**src/rtl/mem_wb_pkg.sv**
```systemverilog
// Shared definitions for the MEM/WB pipeline register: WB control bit
// positions, elastic-buffer state encoding and the default-width payload view.
package mem_wb_pkg;

    localparam int unsigned WB_MEMTOREG = 1;
    localparam int unsigned WB_REGWRITE = 0;

    localparam int unsigned DATA_W_DEF  = 32;
    localparam int unsigned ADDR_W_DEF  = 5;

    typedef enum logic [1:0] {
        EMPTY = 2'd0,
        ONE   = 2'd1,
        TWO   = 2'd2
    } buf_state_e;

    // Payload layout at default widths; field order matches the flat packing in the top.
    typedef struct packed {
        logic                  memtoreg;
        logic                  regwrite;
        logic [DATA_W_DEF-1:0] memdata;
        logic [DATA_W_DEF-1:0] alu;
        logic [ADDR_W_DEF-1:0] rd;
    } mem_wb_payload_t;

endpackage

```
**src/rtl/pipe_skid_buf.sv**
```systemverilog
// Generic elastic register on a flat payload.
// SKID=1: head + skid entry, in_ready from a register (no path from out_ready).
// SKID=0: single entry, in_ready = !out_valid | out_ready.
module pipe_skid_buf
    import mem_wb_pkg::*;
#(
    parameter int unsigned W    = 8,
    parameter int unsigned SKID = 1
) (
    input  logic         clk,
    input  logic         rst,
    input  logic         flush,
    input  logic         in_valid,
    output logic         in_ready,
    input  logic [W-1:0] in_data,
    output logic         out_valid,
    input  logic         out_ready,
    output logic [W-1:0] out_data,
    output logic [1:0]   occupancy
);

    buf_state_e   state_q, state_d;
    logic [W-1:0] head_q, head_d;
    logic [W-1:0] skid_q, skid_d;
    logic         in_ready_q, in_ready_d;
    logic         accept;
    logic         retire;

    // Handshake decode; both transfers resolve on the same edge.
    assign out_valid = (state_q != EMPTY);
    assign out_data  = head_q;
    assign occupancy = 2'(state_q);
    assign in_ready  = (SKID != 0) ? in_ready_q : (!out_valid || out_ready);
    assign accept    = in_valid && in_ready;
    assign retire    = out_valid && out_ready;

    // Next-state and payload steering; flush overrides any accept.
    always_comb begin
        state_d = state_q;
        head_d  = head_q;
        skid_d  = skid_q;
        case (state_q)
            EMPTY: begin
                if (accept) begin
                    head_d  = in_data;
                    state_d = ONE;
                end
            end
            ONE: begin
                if (accept && retire) begin
                    head_d = in_data;
                end else if (accept) begin
                    skid_d  = in_data;
                    state_d = TWO;
                end else if (retire) begin
                    state_d = EMPTY;
                end
            end
            TWO: begin
                if (retire) begin
                    head_d  = skid_q;
                    state_d = ONE;
                end
            end
            default: state_d = EMPTY;
        endcase
        if (flush) begin
            state_d = EMPTY;
        end
        in_ready_d = (state_d != TWO);
    end

    // State, registered ready and payload registers (payload reset only for clean traces).
    always_ff @(posedge clk or posedge rst) begin
        if (rst) begin
            state_q    <= EMPTY;
            in_ready_q <= 1'b0;
            head_q     <= '0;
            skid_q     <= '0;
        end else begin
            state_q    <= state_d;
            in_ready_q <= in_ready_d;
            head_q     <= head_d;
            skid_q     <= skid_d;
        end
    end

endmodule

```
**src/rtl/mem_wb_elastic_reg.sv**
```systemverilog
// MEM/WB pipeline register with valid/ready handshake, stall absorption and
// flush; also drives the writeback mux and register-file write enable.
module mem_wb_elastic_reg
    import mem_wb_pkg::*;
#(
    parameter int unsigned DATA_W = 32,
    parameter int unsigned ADDR_W = 5,
    parameter int unsigned SKID   = 1
) (
    input  logic              clk,
    input  logic              rst,
    input  logic              flush,
    input  logic              in_valid,
    output logic              in_ready,
    input  logic [1:0]        in_wb,
    input  logic [DATA_W-1:0] in_memdata,
    input  logic [DATA_W-1:0] in_alu,
    input  logic [ADDR_W-1:0] in_rd,
    output logic              out_valid,
    input  logic              out_ready,
    output logic              out_memtoreg,
    output logic              out_regwrite,
    output logic [DATA_W-1:0] out_memdata,
    output logic [DATA_W-1:0] out_alu,
    output logic [ADDR_W-1:0] out_rd,
    output logic [DATA_W-1:0] wb_data,
    output logic              wb_we,
    output logic [1:0]        occupancy
);

    localparam int unsigned PAYLOAD_W = 2 + 2 * DATA_W + ADDR_W;

    logic [PAYLOAD_W-1:0] in_payload;
    logic [PAYLOAD_W-1:0] out_payload;

    // Flatten the stage payload: {memtoreg, regwrite, memdata, alu, rd}.
    assign in_payload = {in_wb[1'(WB_MEMTOREG)], in_wb[1'(WB_REGWRITE)],
                         in_memdata, in_alu, in_rd};

    pipe_skid_buf #(
        .W    (PAYLOAD_W),
        .SKID (SKID)
    ) u_buf (
        .clk       (clk),
        .rst       (rst),
        .flush     (flush),
        .in_valid  (in_valid),
        .in_ready  (in_ready),
        .in_data   (in_payload),
        .out_valid (out_valid),
        .out_ready (out_ready),
        .out_data  (out_payload),
        .occupancy (occupancy)
    );

    assign {out_memtoreg, out_regwrite, out_memdata, out_alu, out_rd} = out_payload;

    // Writeback select and write enable; a stale RegWrite never writes when invalid, and r0 is never written.
    assign wb_data = out_memtoreg ? out_memdata : out_alu;
    assign wb_we   = out_valid && out_ready && out_regwrite && (out_rd != '0);

endmodule

```
**config.mk**
```make
export PLATFORM = sky130hd
export DESIGN_NAME = mem_wb_elastic_reg
export DESIGN_NICKNAME = d
export VERILOG_FILES = /design/src/rtl/mem_wb_pkg.sv /design/src/rtl/pipe_skid_buf.sv /design/src/rtl/mem_wb_elastic_reg.sv
export SDC_FILE = /design/constraint.sdc
export NUM_CORES = 1
export LEC_CHECK = 0
export BUFFER_PORTS_ARGS = -buffer_cell sky130_fd_sc_hd__buf_2
export CAP_MARGIN = 20
export CORE_ASPECT_RATIO = 2
export CORE_MARGIN = 2
export CORE_UTILIZATION = 45
export DETAILED_ROUTE_END_ITERATION = 8
export HOLD_SLACK_MARGIN = 0.12
export PLACE_DENSITY_LB_ADDON = 0.25
export SYNTH_ARGS = -nofsm -noshare
export SYNTH_HDL_FRONTEND = slang
export SYNTH_SLANG_ARGS = --single-unit
export TNS_END_PERCENT = 5
```
**constraint.sdc**
```tcl
create_clock -name clk -period 9.49 [get_ports clk]
set_input_delay 1.4235 -clock clk [delete_from_list [all_inputs] [get_ports clk]]
set_output_delay 1.4235 -clock clk [all_outputs]
set_load 0.05 [all_outputs]
```
Yosys cells after proc, flatten, opt, wreduce, memory -nomap -nowiden:

Index checks and enable logic that the tools add are counted.

* add/subtract/negate cells: 0
* multiply operators: 0
* divide/modulo/power cells: 0
* order comparisons: 0
* eq/ne operators: 6
* shifts and indexed selects: 0
* multiplexer cells: 12
* bitwise logic cells: 1
* reduce and logical (&&, ||, !) cells: 11

Operators by type and width (count)
* $mux 71: 3
* $pmux 71 s3: 1
* $mux 32: 1
* $mux 2: 6
* $ne 2x1->1 const B: 3
* $pmux 2 s3: 1
* $logic_and 1x1->1: 5
* $reduce_bool 5->1: 1
* $reduce_and 4->1: 1
* $reduce_and 3->1: 1
* $reduce_bool 3->1: 1
* $eq 2x1->1 const B: 1
* $eq 2x2->1 const B: 1
* $logic_not 2->1: 1
* $ne 2x2->1 const B: 1
* $reduce_bool 2->1: 1
* $not 1->1: 1

* flip-flop bits (word level): 145
* latch bits: 0
* bits in writable memories: 0
* bits in read-only memories: 0
* output and inout port bits: 108
* logic and storage cells: 34
* memories: 0

Depth between registers and ports, before layout:

Gate-level depths: netlist of the first run.

* word-level depth: 8
* mapped depth: 6

By module:

A second synthesis of the first run with hierarchy kept.

* cell total of the unflattened synthesis: 453
* area total of the unflattened synthesis: 6891.6 um^2

Modules (own cells, without submodules)
* pipe_skid_buf: times used 1, cells each 413, area each 6328.6 um^2
* mem_wb_elastic_reg: times used 1, cells each 40, area each 563.0 um^2

Least setup slack after synthesis of the first run:

OpenSTA, ideal clock, no wires.

* kind: in2out
* start point: input out_ready
* end point: output wb_we
* arrival time: 2.274 ns
* required time: 8.067 ns
* setup slack: 5.793 ns
* stages: 2
* buffers on the path: 0
* cell sequence: nand3_1 a21oi_1

* longest elaborated chain between the ends: 3

Ends and longest elaborated chain
* start: declaration: line mem_wb_elastic_reg.sv:20 `input logic out_ready,`
* $logic_and 1x1->1 (3 in series): line mem_wb_elastic_reg.sv:60 `assign wb_we = out_valid && out_ready && out_regwrite && (out_rd != '0);`
* end: declaration: line mem_wb_elastic_reg.sv:27 `output logic wb_we,`

No other way between the ends.

Final worst setup path of the first run:

Ends and elaborated chain as after synthesis.

==> impl.org, run 1 <==
** Run status
- The run finished with clean final reports.

** Clock tree
- Hold repair after CTS inserted 0 buffers.
- The clock passes through at most 2 buffers.
- Clock-pin slew was measured on the worst setup and hold paths at 0.06 ns.
- Clock tree synthesis inserted a total of 17 buffers.
- Root buf cell :: sky130_fd_sc_hd__clkbuf_16
- Clock tree from TritonCTS :: yes
- After clock tree synthesis, the setup repair step added 0 buffers.
- The clock tree synthesis step divided the H-tree into 4 levels.
- Source-to-sink clock delay at the later pin of the worst-skew pair :: 0.41 ns
- Cts repair resizes :: 0
- The clock drives 145 sinks.

** Routing
- Detail-routed net length per standard cell :: 15.4 um
- Number of optimization iterations in the first detailed-route pass :: 4
- The routed layout has 4512 vias.
- The first routing iteration left 179 violations.
- Post-detailed-routing wire length :: 13.8 mm
- The count of nets left with antenna violations once routing finished came out at 0.
- After detailed routing, the number of vias per cell comes to 5.05.
- For this run, design rule violations remaining after detail routing come to 0.

** Global route
- The first global-routing pass estimated 22.4 mm of wire.
- Across every metal layer, demand over resource in global routing totals 0.187.
- Met2 track utilization from global routing :: 0.291
- For met1 alone, demand over resource in global routing was 0.251.
- Entering global routing, the biggest net connects 90 pins.
- met2 is the most crowded layer.
- Fraction of met3 tracks used by global routing :: 0.0452
- For this run the aggregate overflow at the end of global routing stands at 0.
- Number of global-route vias before repair :: 4443
- Number of antenna violations at the first check in global routing :: 0

** Timing
- Setup repair after global routing left no endpoint under its margin.
- Count of final setup violators :: 0
- The worst pin sits at a relative slew slack of 0.438.
- Dividing the final minimum period by the clock period gives 0.366.
- Final Slew Violations :: 0
- Summed over all failing endpoints, the final setup total negative slack is 0 ns.
- Worst slew pin tran :: 0.843 ns
- Final min period :: 3.47 ns
- For the final database, setup skew stands at 0.00886 ns.
- The number of endpoints with negative hold slack in the final report came to 0.
- Upper clock frequency limit :: 288 MHz

** Floorplan
- Full die area :: 15400 um^2
- Initial standard-cell utilization of the core :: 0.456
- CORE AREA :: 14200 um^2
- The die is 174 um tall.
- The floorplan has 62 rows.
- The floorplan step set the die width to 88.8 um.
- In this run the count of I/O pins placed on the die edge is 184.

** Worst setup path
- Biggest fanout along the worst timing path :: 6
- In this design, the stage delay of the slowest critical-path cell is 0.27 ns.
- Worst Setup SP :: out_ready
- Setup crit start kind :: input port
- Among all stages on the critical path, the largest delay is contributed by sky130_fd_sc_hd__buf_2.
- The worst setup path is captured at a primary output.
- Worst endpoint data arrival time :: 2.05 ns
- Grouping stages by cell kind, the critical path spends the most delay in buffers and inverters.
- The critical path goes through buf_2, nand3_1, a21oi_1, buf_2.
- Counting both buffers and inverters, the worst setup path holds a total of 2.
- The worst setup path is of the in2out kind.
- The cell that appears most often on the critical path is sky130_fd_sc_hd__buf_2.
- Required time reported for the critical path endpoint :: 8.07 ns
- Crit Reg-Reg Startpoint :: u_buf.occupancy[1]

** Power
- Across the VDD grid, the largest voltage drop is 0.181 mV.
- Power density over the cells :: 281 nW/um^2
- Internal :: 1480 uW
- Of the total power, the share spent switching nets is 0.354.
- Relative contribution of the clock network to total power :: 0.331
- Leakage power :: 0.00410 uW
- Of the total power, combinational logic draws 0.293.
- Psw :: 811 uW
- Power share of the sequential group :: 0.376

** Hold path
- The worst hold path begins at u_buf.skid_q[42].
- The worst hold path belongs to the class reg2reg.

** Logic synthesis
- Synthesis produced a netlist whose cell count is 515.
- Top-area cell type share of the netlist area :: 0.561
- Yosys mapped a number of flops with a built-in enable equal to 0.
- By area the synthesized netlist is led by sky130_fd_sc_hd__dfrtp_1 56%, sky130_fd_sc_hd__mux2_2 18%, sky130_fd_sc_hd__mux2i_1 11%.
- In this run, synthesis produced a sequential element count of 145.
- Top FF cell, synth :: sky130_fd_sc_hd__dfrtp_1
- Number of warnings issued by yosys :: 0
- Mean area per synthesized cell :: 12.6 um^2
- The share of the Yosys chip area taken by registers is 0.561.
- Netlist area before placement :: 6470 um^2
- The largest total area in the synthesized netlist belongs to sky130_fd_sc_hd__dfrtp_1.
- Synthesis instantiated 24 different standard cells from the library.
- Async set-reset flop share out of synthesis :: 1.00
- Syn nets :: 591

** Finish
- Area growth syn-to-layout :: 25.9%
- In the final layout, the share of cells above drive strength 1 is 0.468.
- The final layout contains 765 nets.
- Final instance count without filler cells :: 893
- Post-layout util :: 0.574
- Non-Filler Cell Area, Final :: 8150 um^2
- Count of antenna diodes in the layout :: 0

** Placed design
- Routability-driven placement finished with a final weighted congestion of 0.704.
- Placed insts :: 862
- Input and output buffers added on the ports amount to 183.
- HPWL Detailed :: 8.96 mm
- Cell area after placement :: 7480 um^2

** Run
- Across the run, the number of max-cap violations was 0.
## area by class of cell
| class | count | area (um^2) |
|---|---|---|
| fill | 1255 | 6050 |
| sequential | 145 | 3630 |
| multi-input combinational | 335 | 2640 |
| timing repair buffer | 189 | 961 |
| clock buffer | 18 | 439 |
| tap | 192 | 240 |
| clock inverter | 13 | 233 |
| inverter | 1 | 8.76 |
## state kept, by name, indices dropped and copies added (netlist names)
signal and cells:
u_buf.out_data 71, u_buf.skid_q 71, u_buf.occupancy 2, u_buf.in_ready 1
## cell usage after synthesis (2+ instances only)
cell / instances
sky130_fd_sc_hd__mux2_2: 103
sky130_fd_sc_hd__nand2_1: 2
sky130_fd_sc_hd__clkbuf_1: 4
sky130_fd_sc_hd__buf_2: 21
sky130_fd_sc_hd__dfrtp_1: 145
sky130_fd_sc_hd__buf_6: 8
sky130_fd_sc_hd__nor2_1: 73
sky130_fd_sc_hd__nand2b_1: 2
sky130_fd_sc_hd__mux2i_1: 71
sky130_fd_sc_hd__a21oi_1: 72
## placed cells by master (no fill, tap or decap), types with 2 or more instances in the layout
| cell type | instances |
|---|---|
| sky130_fd_sc_hd__dfrtp_1 | 144 |
| sky130_fd_sc_hd__bufinv_16 | 6 |
| sky130_fd_sc_hd__nor2_1 | 73 |
| sky130_fd_sc_hd__a21oi_1 | 72 |
| sky130_fd_sc_hd__clkinv_2 | 2 |
| sky130_fd_sc_hd__mux2i_1 | 71 |
| sky130_fd_sc_hd__nand2_1 | 2 |
| sky130_fd_sc_hd__mux2_2 | 103 |
| sky130_fd_sc_hd__buf_4 | 6 |
| sky130_fd_sc_hd__inv_6 | 3 |
| sky130_fd_sc_hd__buf_2 | 183 |
| sky130_fd_sc_hd__clkbuf_16 | 17 |
| sky130_fd_sc_hd__clkinv_4 | 2 |
## kinds of logic after synthesis
kind of cell    share of synthesized area
flops                               0.561
simple gates                       0.0539
xor+xnor                          0.00135
mux                                 0.289
compound gates                     0.0609
buf+inv                            0.0342
## power groups by stage
| stage | combinational (uW) | sequential (uW) | clock [uW] |
|---|---|---|---|
| after floorplan | 365 | 1030 | 0 |
| after global placement | 667 | 866 | 0 |
| after detailed placement | 676 | 873 | 0 |
| after CTS | 677 | 863 | 776 |
| after global routing | 715 | 883 | 804 |
| final | 671 | 861 | 759 |
## per-layer routing
| metal | share of wire | vias to the layer above |
|---|---|---|
| li1 | - | 2157 |
| met1 | 0.45 | 2203 |
| met2 | 0.48 | 141 |
| met3 | 0.060 | 11 |
| met4 | 0.012 | 0 |
| met5 | 0 | - |
## worst reg2reg max path, stage by stage, from the launching register on
cell and delay (ns):
sky130_fd_sc_hd__dfrtp_1 0.49, sky130_fd_sc_hd__nand2b_4 0.46, sky130_fd_sc_hd__buf_4 0.76, sky130_fd_sc_hd__mux2i_1 0.33
sky130_fd_sc_hd__a21oi_1 0.10
## through the flow
| stage | setup slack (ns) | power (uW) | hold slack (ns) |
|---|---|---|---|
| 5_1_grt | 5.96 | 2400 | 0.515 |
| 6_report | 6.02 | 2290 | 0.503 |
| 3_5_place_dp | 6.01 | 1550 | 0.494 |
| 4_1_cts | 6.00 | 2320 | 0.507 |
| 2_1_floorplan | 4.17 | 1390 | 0.480 |
| 3_3_place_gp | 6.01 | 1530 | 0.488 |
## path summary, 6_finish.rpt
kind                       depth (start not counted)            endpoint  slack (ns)
max                                                4               wb_we        6.02
min                                                1    u_buf.skid_q[42]        0.50
min reg2reg                                        1    u_buf.skid_q[42]        0.50
max in group asynchronous                          3  u_buf.out_data[41]        7.05
max reg2reg                                        4  u_buf.out_data[48]        7.20
min in group asynchronous                          2    u_buf.skid_q[56]        1.13
(Power assumes the default switching activity.)
==> run 2, diff against run 1 <==
Settings changed: ABC_AREA from default to 1.
Clock period 9.49 ns to 3.4 ns, I/O delays scaled along.
==> run 2 against run 1 <==
  * Critical path depth increased by 1
  * Combinational power increased to 2.6 times the previous value
  * Critical endpoint unchanged
  * Cell area increased by 6.9%
  * Register-to-register slack got worse by 6.1 ns
  * Count of clock-buffer cells in the layout increased by 2
  * Die area increased by 11%
  * Power increased to 2.6 times the previous value
  * Sequential power increased to 2.7 times the previous value
  * Sequential share of layout area decreased by 2.8 points
  * Via count increased by 42%
==> impl.org, run 2 <==
** Clock tree
- Number of hold-repair buffers added at the cts stage :: 1
- Once the clock tree was built, the resizer swapped 0 gates to a different size.
- The clock passes through at most 2 buffers.
- TritonCTS built the clock tree.
- Clock-pin slew was measured on the worst setup and hold paths at 0.07 ns.
- Total clock buffers created by CTS :: 17
- Buffers added to address setup during post-CTS repair amount to 0.
- The clock reaches the later pin of the worst-skew pair after 0.42 ns.
- H-Tree Depth :: 4
- CTS sink cnt :: 145
- CTS placed an instance of sky130_fd_sc_hd__clkbuf_16 at the clock tree root.

** Power
- VDD IR max :: 0.341 mV
- The share of total power dissipated in the clock network is 0.317.
- Power spread over the standard cell area amounts to 681 nW/um^2.
- The analysis attributes to cell leakage a power of 0.00500 uW.
- Total power for the finished layout comes to 5940 uW.
- Combinational power share :: 0.289
- Internal :: 3660 uW
- Power share of the sequential group :: 0.394
- Psw :: 2280 uW
- Of the total power, the share spent switching nets is 0.384.

** Finish
- At the end of the flow, the number of nets in the layout was 1138.
- In the final layout, the share of cells above drive strength 1 is 0.247.
- Top library cells by usage in the layout, fill and taps aside :: 365 x sky130_fd_sc_hd__nand2_1, 183 x sky130_fd_sc_hd__buf_2, 144 x sky130_fd_sc_hd__nand3_1
- After filler insertion, the fill cell instance count of the layout stands at 1579.
- The number of antenna diodes in the final layout is 0.
- Leaving out fill and tap cells, the most frequent cell in the layout is sky130_fd_sc_hd__nand2_1.
- Area growth syn-to-layout :: 20.5%

** Logic synthesis
- Sorting the synthesized cells by area gives the leading types as sky130_fd_sc_hd__dfrtp_1 50%, sky130_fd_sc_hd__nand2_1 19%, sky130_fd_sc_hd__nand3_1 10%.
- Yosys top cell by area :: sky130_fd_sc_hd__dfrtp_1
- Netlist area before placement :: 7240 um^2
- Each instance of the synthesized netlist takes up on average 7.93 um^2.
- Of the post-synthesis cell area, the dominant cell type holds 0.501.
- Synthesis inferred 145 register bits.
- Sorting the synthesized cells by how often they occur yields 366 x sky130_fd_sc_hd__nand2_1, 145 x sky130_fd_sc_hd__dfrtp_1, 144 x sky130_fd_sc_hd__nand3_1.
- Top FF cell, synth :: sky130_fd_sc_hd__dfrtp_1
- The share of the Yosys chip area taken by registers is 0.501.
- The synthesized design contains 0 enable-type register cells.
- When the netlist entered floorplanning its net count stood at 988.
- Synthesis produced 912 cells.
- Number of warnings issued by yosys :: 0
- Of all flip-flops after synthesis, the portion carrying an async set or reset was 1.00.
- Among all cell types in the netlist, the one instantiated most often is sky130_fd_sc_hd__nand2_1.
- Counting distinct cell types in the post-synthesis netlist gives 17.

** Timing
- Setup TNS :: 0 ns
- Count of final setup violators :: 0
- The number of endpoints with negative hold slack in the final report was 0.
- The worst path needs 2.62 ns of the cycle, external delays included.
- Static timing analysis puts the maximum clock frequency at 382 MHz.
- Across the routed clock network, the largest skew measured is 0.0125 ns.
- Worst slew pin tran :: 0.916 ns
- Headroom to the max-slew limit came out at 0.389.
- Final clock period utilization by the worst path :: 0.770
- RSZ-0062 raised after global routing :: no
- The max-slew violation count came to 0.

** Worst setup path
- Master of the slowest instance on the critical path :: sky130_fd_sc_hd__dfrtp_4
- Worst Setup SP :: u_buf.occupancy[1]
- Counting buffers and inverters, the worst setup path is 5 cells deep.
- Required time reported for the critical path endpoint :: 2.89 ns
- STA puts the critical path data arrival time at 2.11 ns.
- The most numerous cell type found on the critical path is sky130_fd_sc_hd__nor2_1.
- The worst setup path is launched from a flop.
- The worst register-to-register path has a depth of 5.
- Crit Reg-Reg Startpoint :: u_buf.occupancy[1]
- The worst setup path is of the reg2out kind.
- Counting both buffers and inverters, the worst setup path holds a total of 2.
- Crit end category :: primary output
- In this design, the stage delay of the slowest critical-path cell is 0.99 ns.
- The kind of cell with the highest combined delay along the critical path is flip-flops.
- The signal on the critical path passes through nor2_1, nor2_1, nand3_1, inv_1, buf_2.
- The worst register-to-register path has a setup slack of 1.10 ns.
- Reg-to-reg endpoint :: u_buf.out_data[48]
- Biggest fanout along the worst timing path :: 79
- Critical path destination :: wb_we

** Floorplan
- From bottom edge to top edge, the die measures 183 um.
- In this run the core area contains 65 standard-cell rows.
- In this run the count of I/O pins placed on the die edge is 184.
- Full die area :: 17200 um^2
- From left edge to right edge, the die measures 93.7 um.
- The core region is 15800 um^2.
- Initial standard-cell utilization of the core :: 0.459

** Routing
- Number of nets with antenna violations after routing :: 0
- After detailed routing, the number of vias per cell comes to 5.02.
- Total number of vias :: 6401
- In this run, the number of DRC markers left after iteration 0 of detailed routing was 309.
- The pre-antenna-repair detailed-routing pass consisted of 5 iterations.
- Dividing the detail-routed wire length by the instance count gives 15.2 um.
- Post-detailed-routing wire length :: 19.3 mm
- Final routed DRC violation total :: 0

** Global route
- Global-route wire length before repair :: 31.3 mm
- Global-route usage over all layers :: 0.232
- Number of global-route vias before repair :: 6214
- Largest net degree at the start of global routing :: 81
- Global routing finished with a remaining overflow of 0.
- The number of antenna violations at the first check in global routing came to 0.

** Placed design
- Count of input and output buffers :: 183
- At the end of routability-driven placement, the weighted congestion stood at 0.800.
- HPWL Detailed :: 12.4 mm

** Run status
- The run finished with clean final reports.

** Hold path
- Class of the tightest hold or removal check :: in2reg

** Run
- Number of max-cap violations :: 0
-- run 2: logic make-up after synthesis --
| group | synth area share |
|---|---|
| DFF | 0.501 |
| and+or+nand+nor | 0.299 |
| AOI/OAI and AO/OA | 0.0505 |
| buffers and inverters | 0.0996 |
| muxes | 0.0498 |
-- run 2: worst min-delay path by stage --
| stage | startpoint | endpoint | cells past startpoint |
|---|---|---|---|
| after floorplan | u_buf.skid_q[70] | u_buf.skid_q[70] | 2 |
| after global placement | u_buf.skid_q[3] | u_buf.skid_q[3] | 2 |
| after detailed placement | u_buf.skid_q[10] | u_buf.skid_q[10] | 2 |
| after CTS | in_alu[28] | u_buf.skid_q[33] | 3 |
| after global routing | in_memdata[31] | u_buf.skid_q[68] | 3 |
| final | in_alu[28] | u_buf.skid_q[33] | 3 |
-- run 2: power by group through the flow --
stage | Clock [uW] | Combinational, uW | Sequential, uW
floorplan | 0 | 921 | 2740
global placement | 0 | 1710 | 2350
detailed placement | 0 | 1730 | 2360
CTS | 1910 | 1740 | 2340
global route | 1990 | 1860 | 2380
finish | 1880 | 1720 | 2340
-- run 2: cell type report --
class / instances / area [um^2] / share of cell area
Clock buffer: 20 / 457 / 0.0524
Clock inverter: 12 / 135 / 0.0155
Inverter: 78 / 297 / 0.0340
Multi-Input combinational cell: 625 / 2900 / 0.332
Sequential cell: 145 / 3630 / 0.417
Tap cell: 201 / 251 / 0.0289
Timing Repair Buffer: 195 / 1050 / 0.120
-- run 2: through the flow --
step	std cells	hold slack [ns]	utilization	cell area [um^2]	setup slack (ns)
after detailed placement	1243	0.474	0.514	8110	1.10
after global placement	1243	0.466	0.514	8110	1.13
after CTS	1276	0.337	0.552	8720	0.751
after floorplan	912	0.454	-	7240	1.07
after global routing	1276	0.344	0.552	8720	0.642
final	1276	0.347	0.552	8720	0.782
-- run 2: worst reg2reg max path: cells and delay by family (launching register included) --
family                 cells  cell delay (ns)
AND/OR/NAND/NOR            3             0.71
buffers and inverters      1             0.32
flip-flops                 1             0.99
AO/OA/AOI/OAI              1             0.20
-- run 2: metal layers --
layer	GRT usage	share of wire	up-vias
met5	0	0	-
met4	0.0823	0.020	0
met3	0.0353	0.041	21
met2	0.423	0.55	195
met1	0.272	0.39	3010
li1	-	-	3175
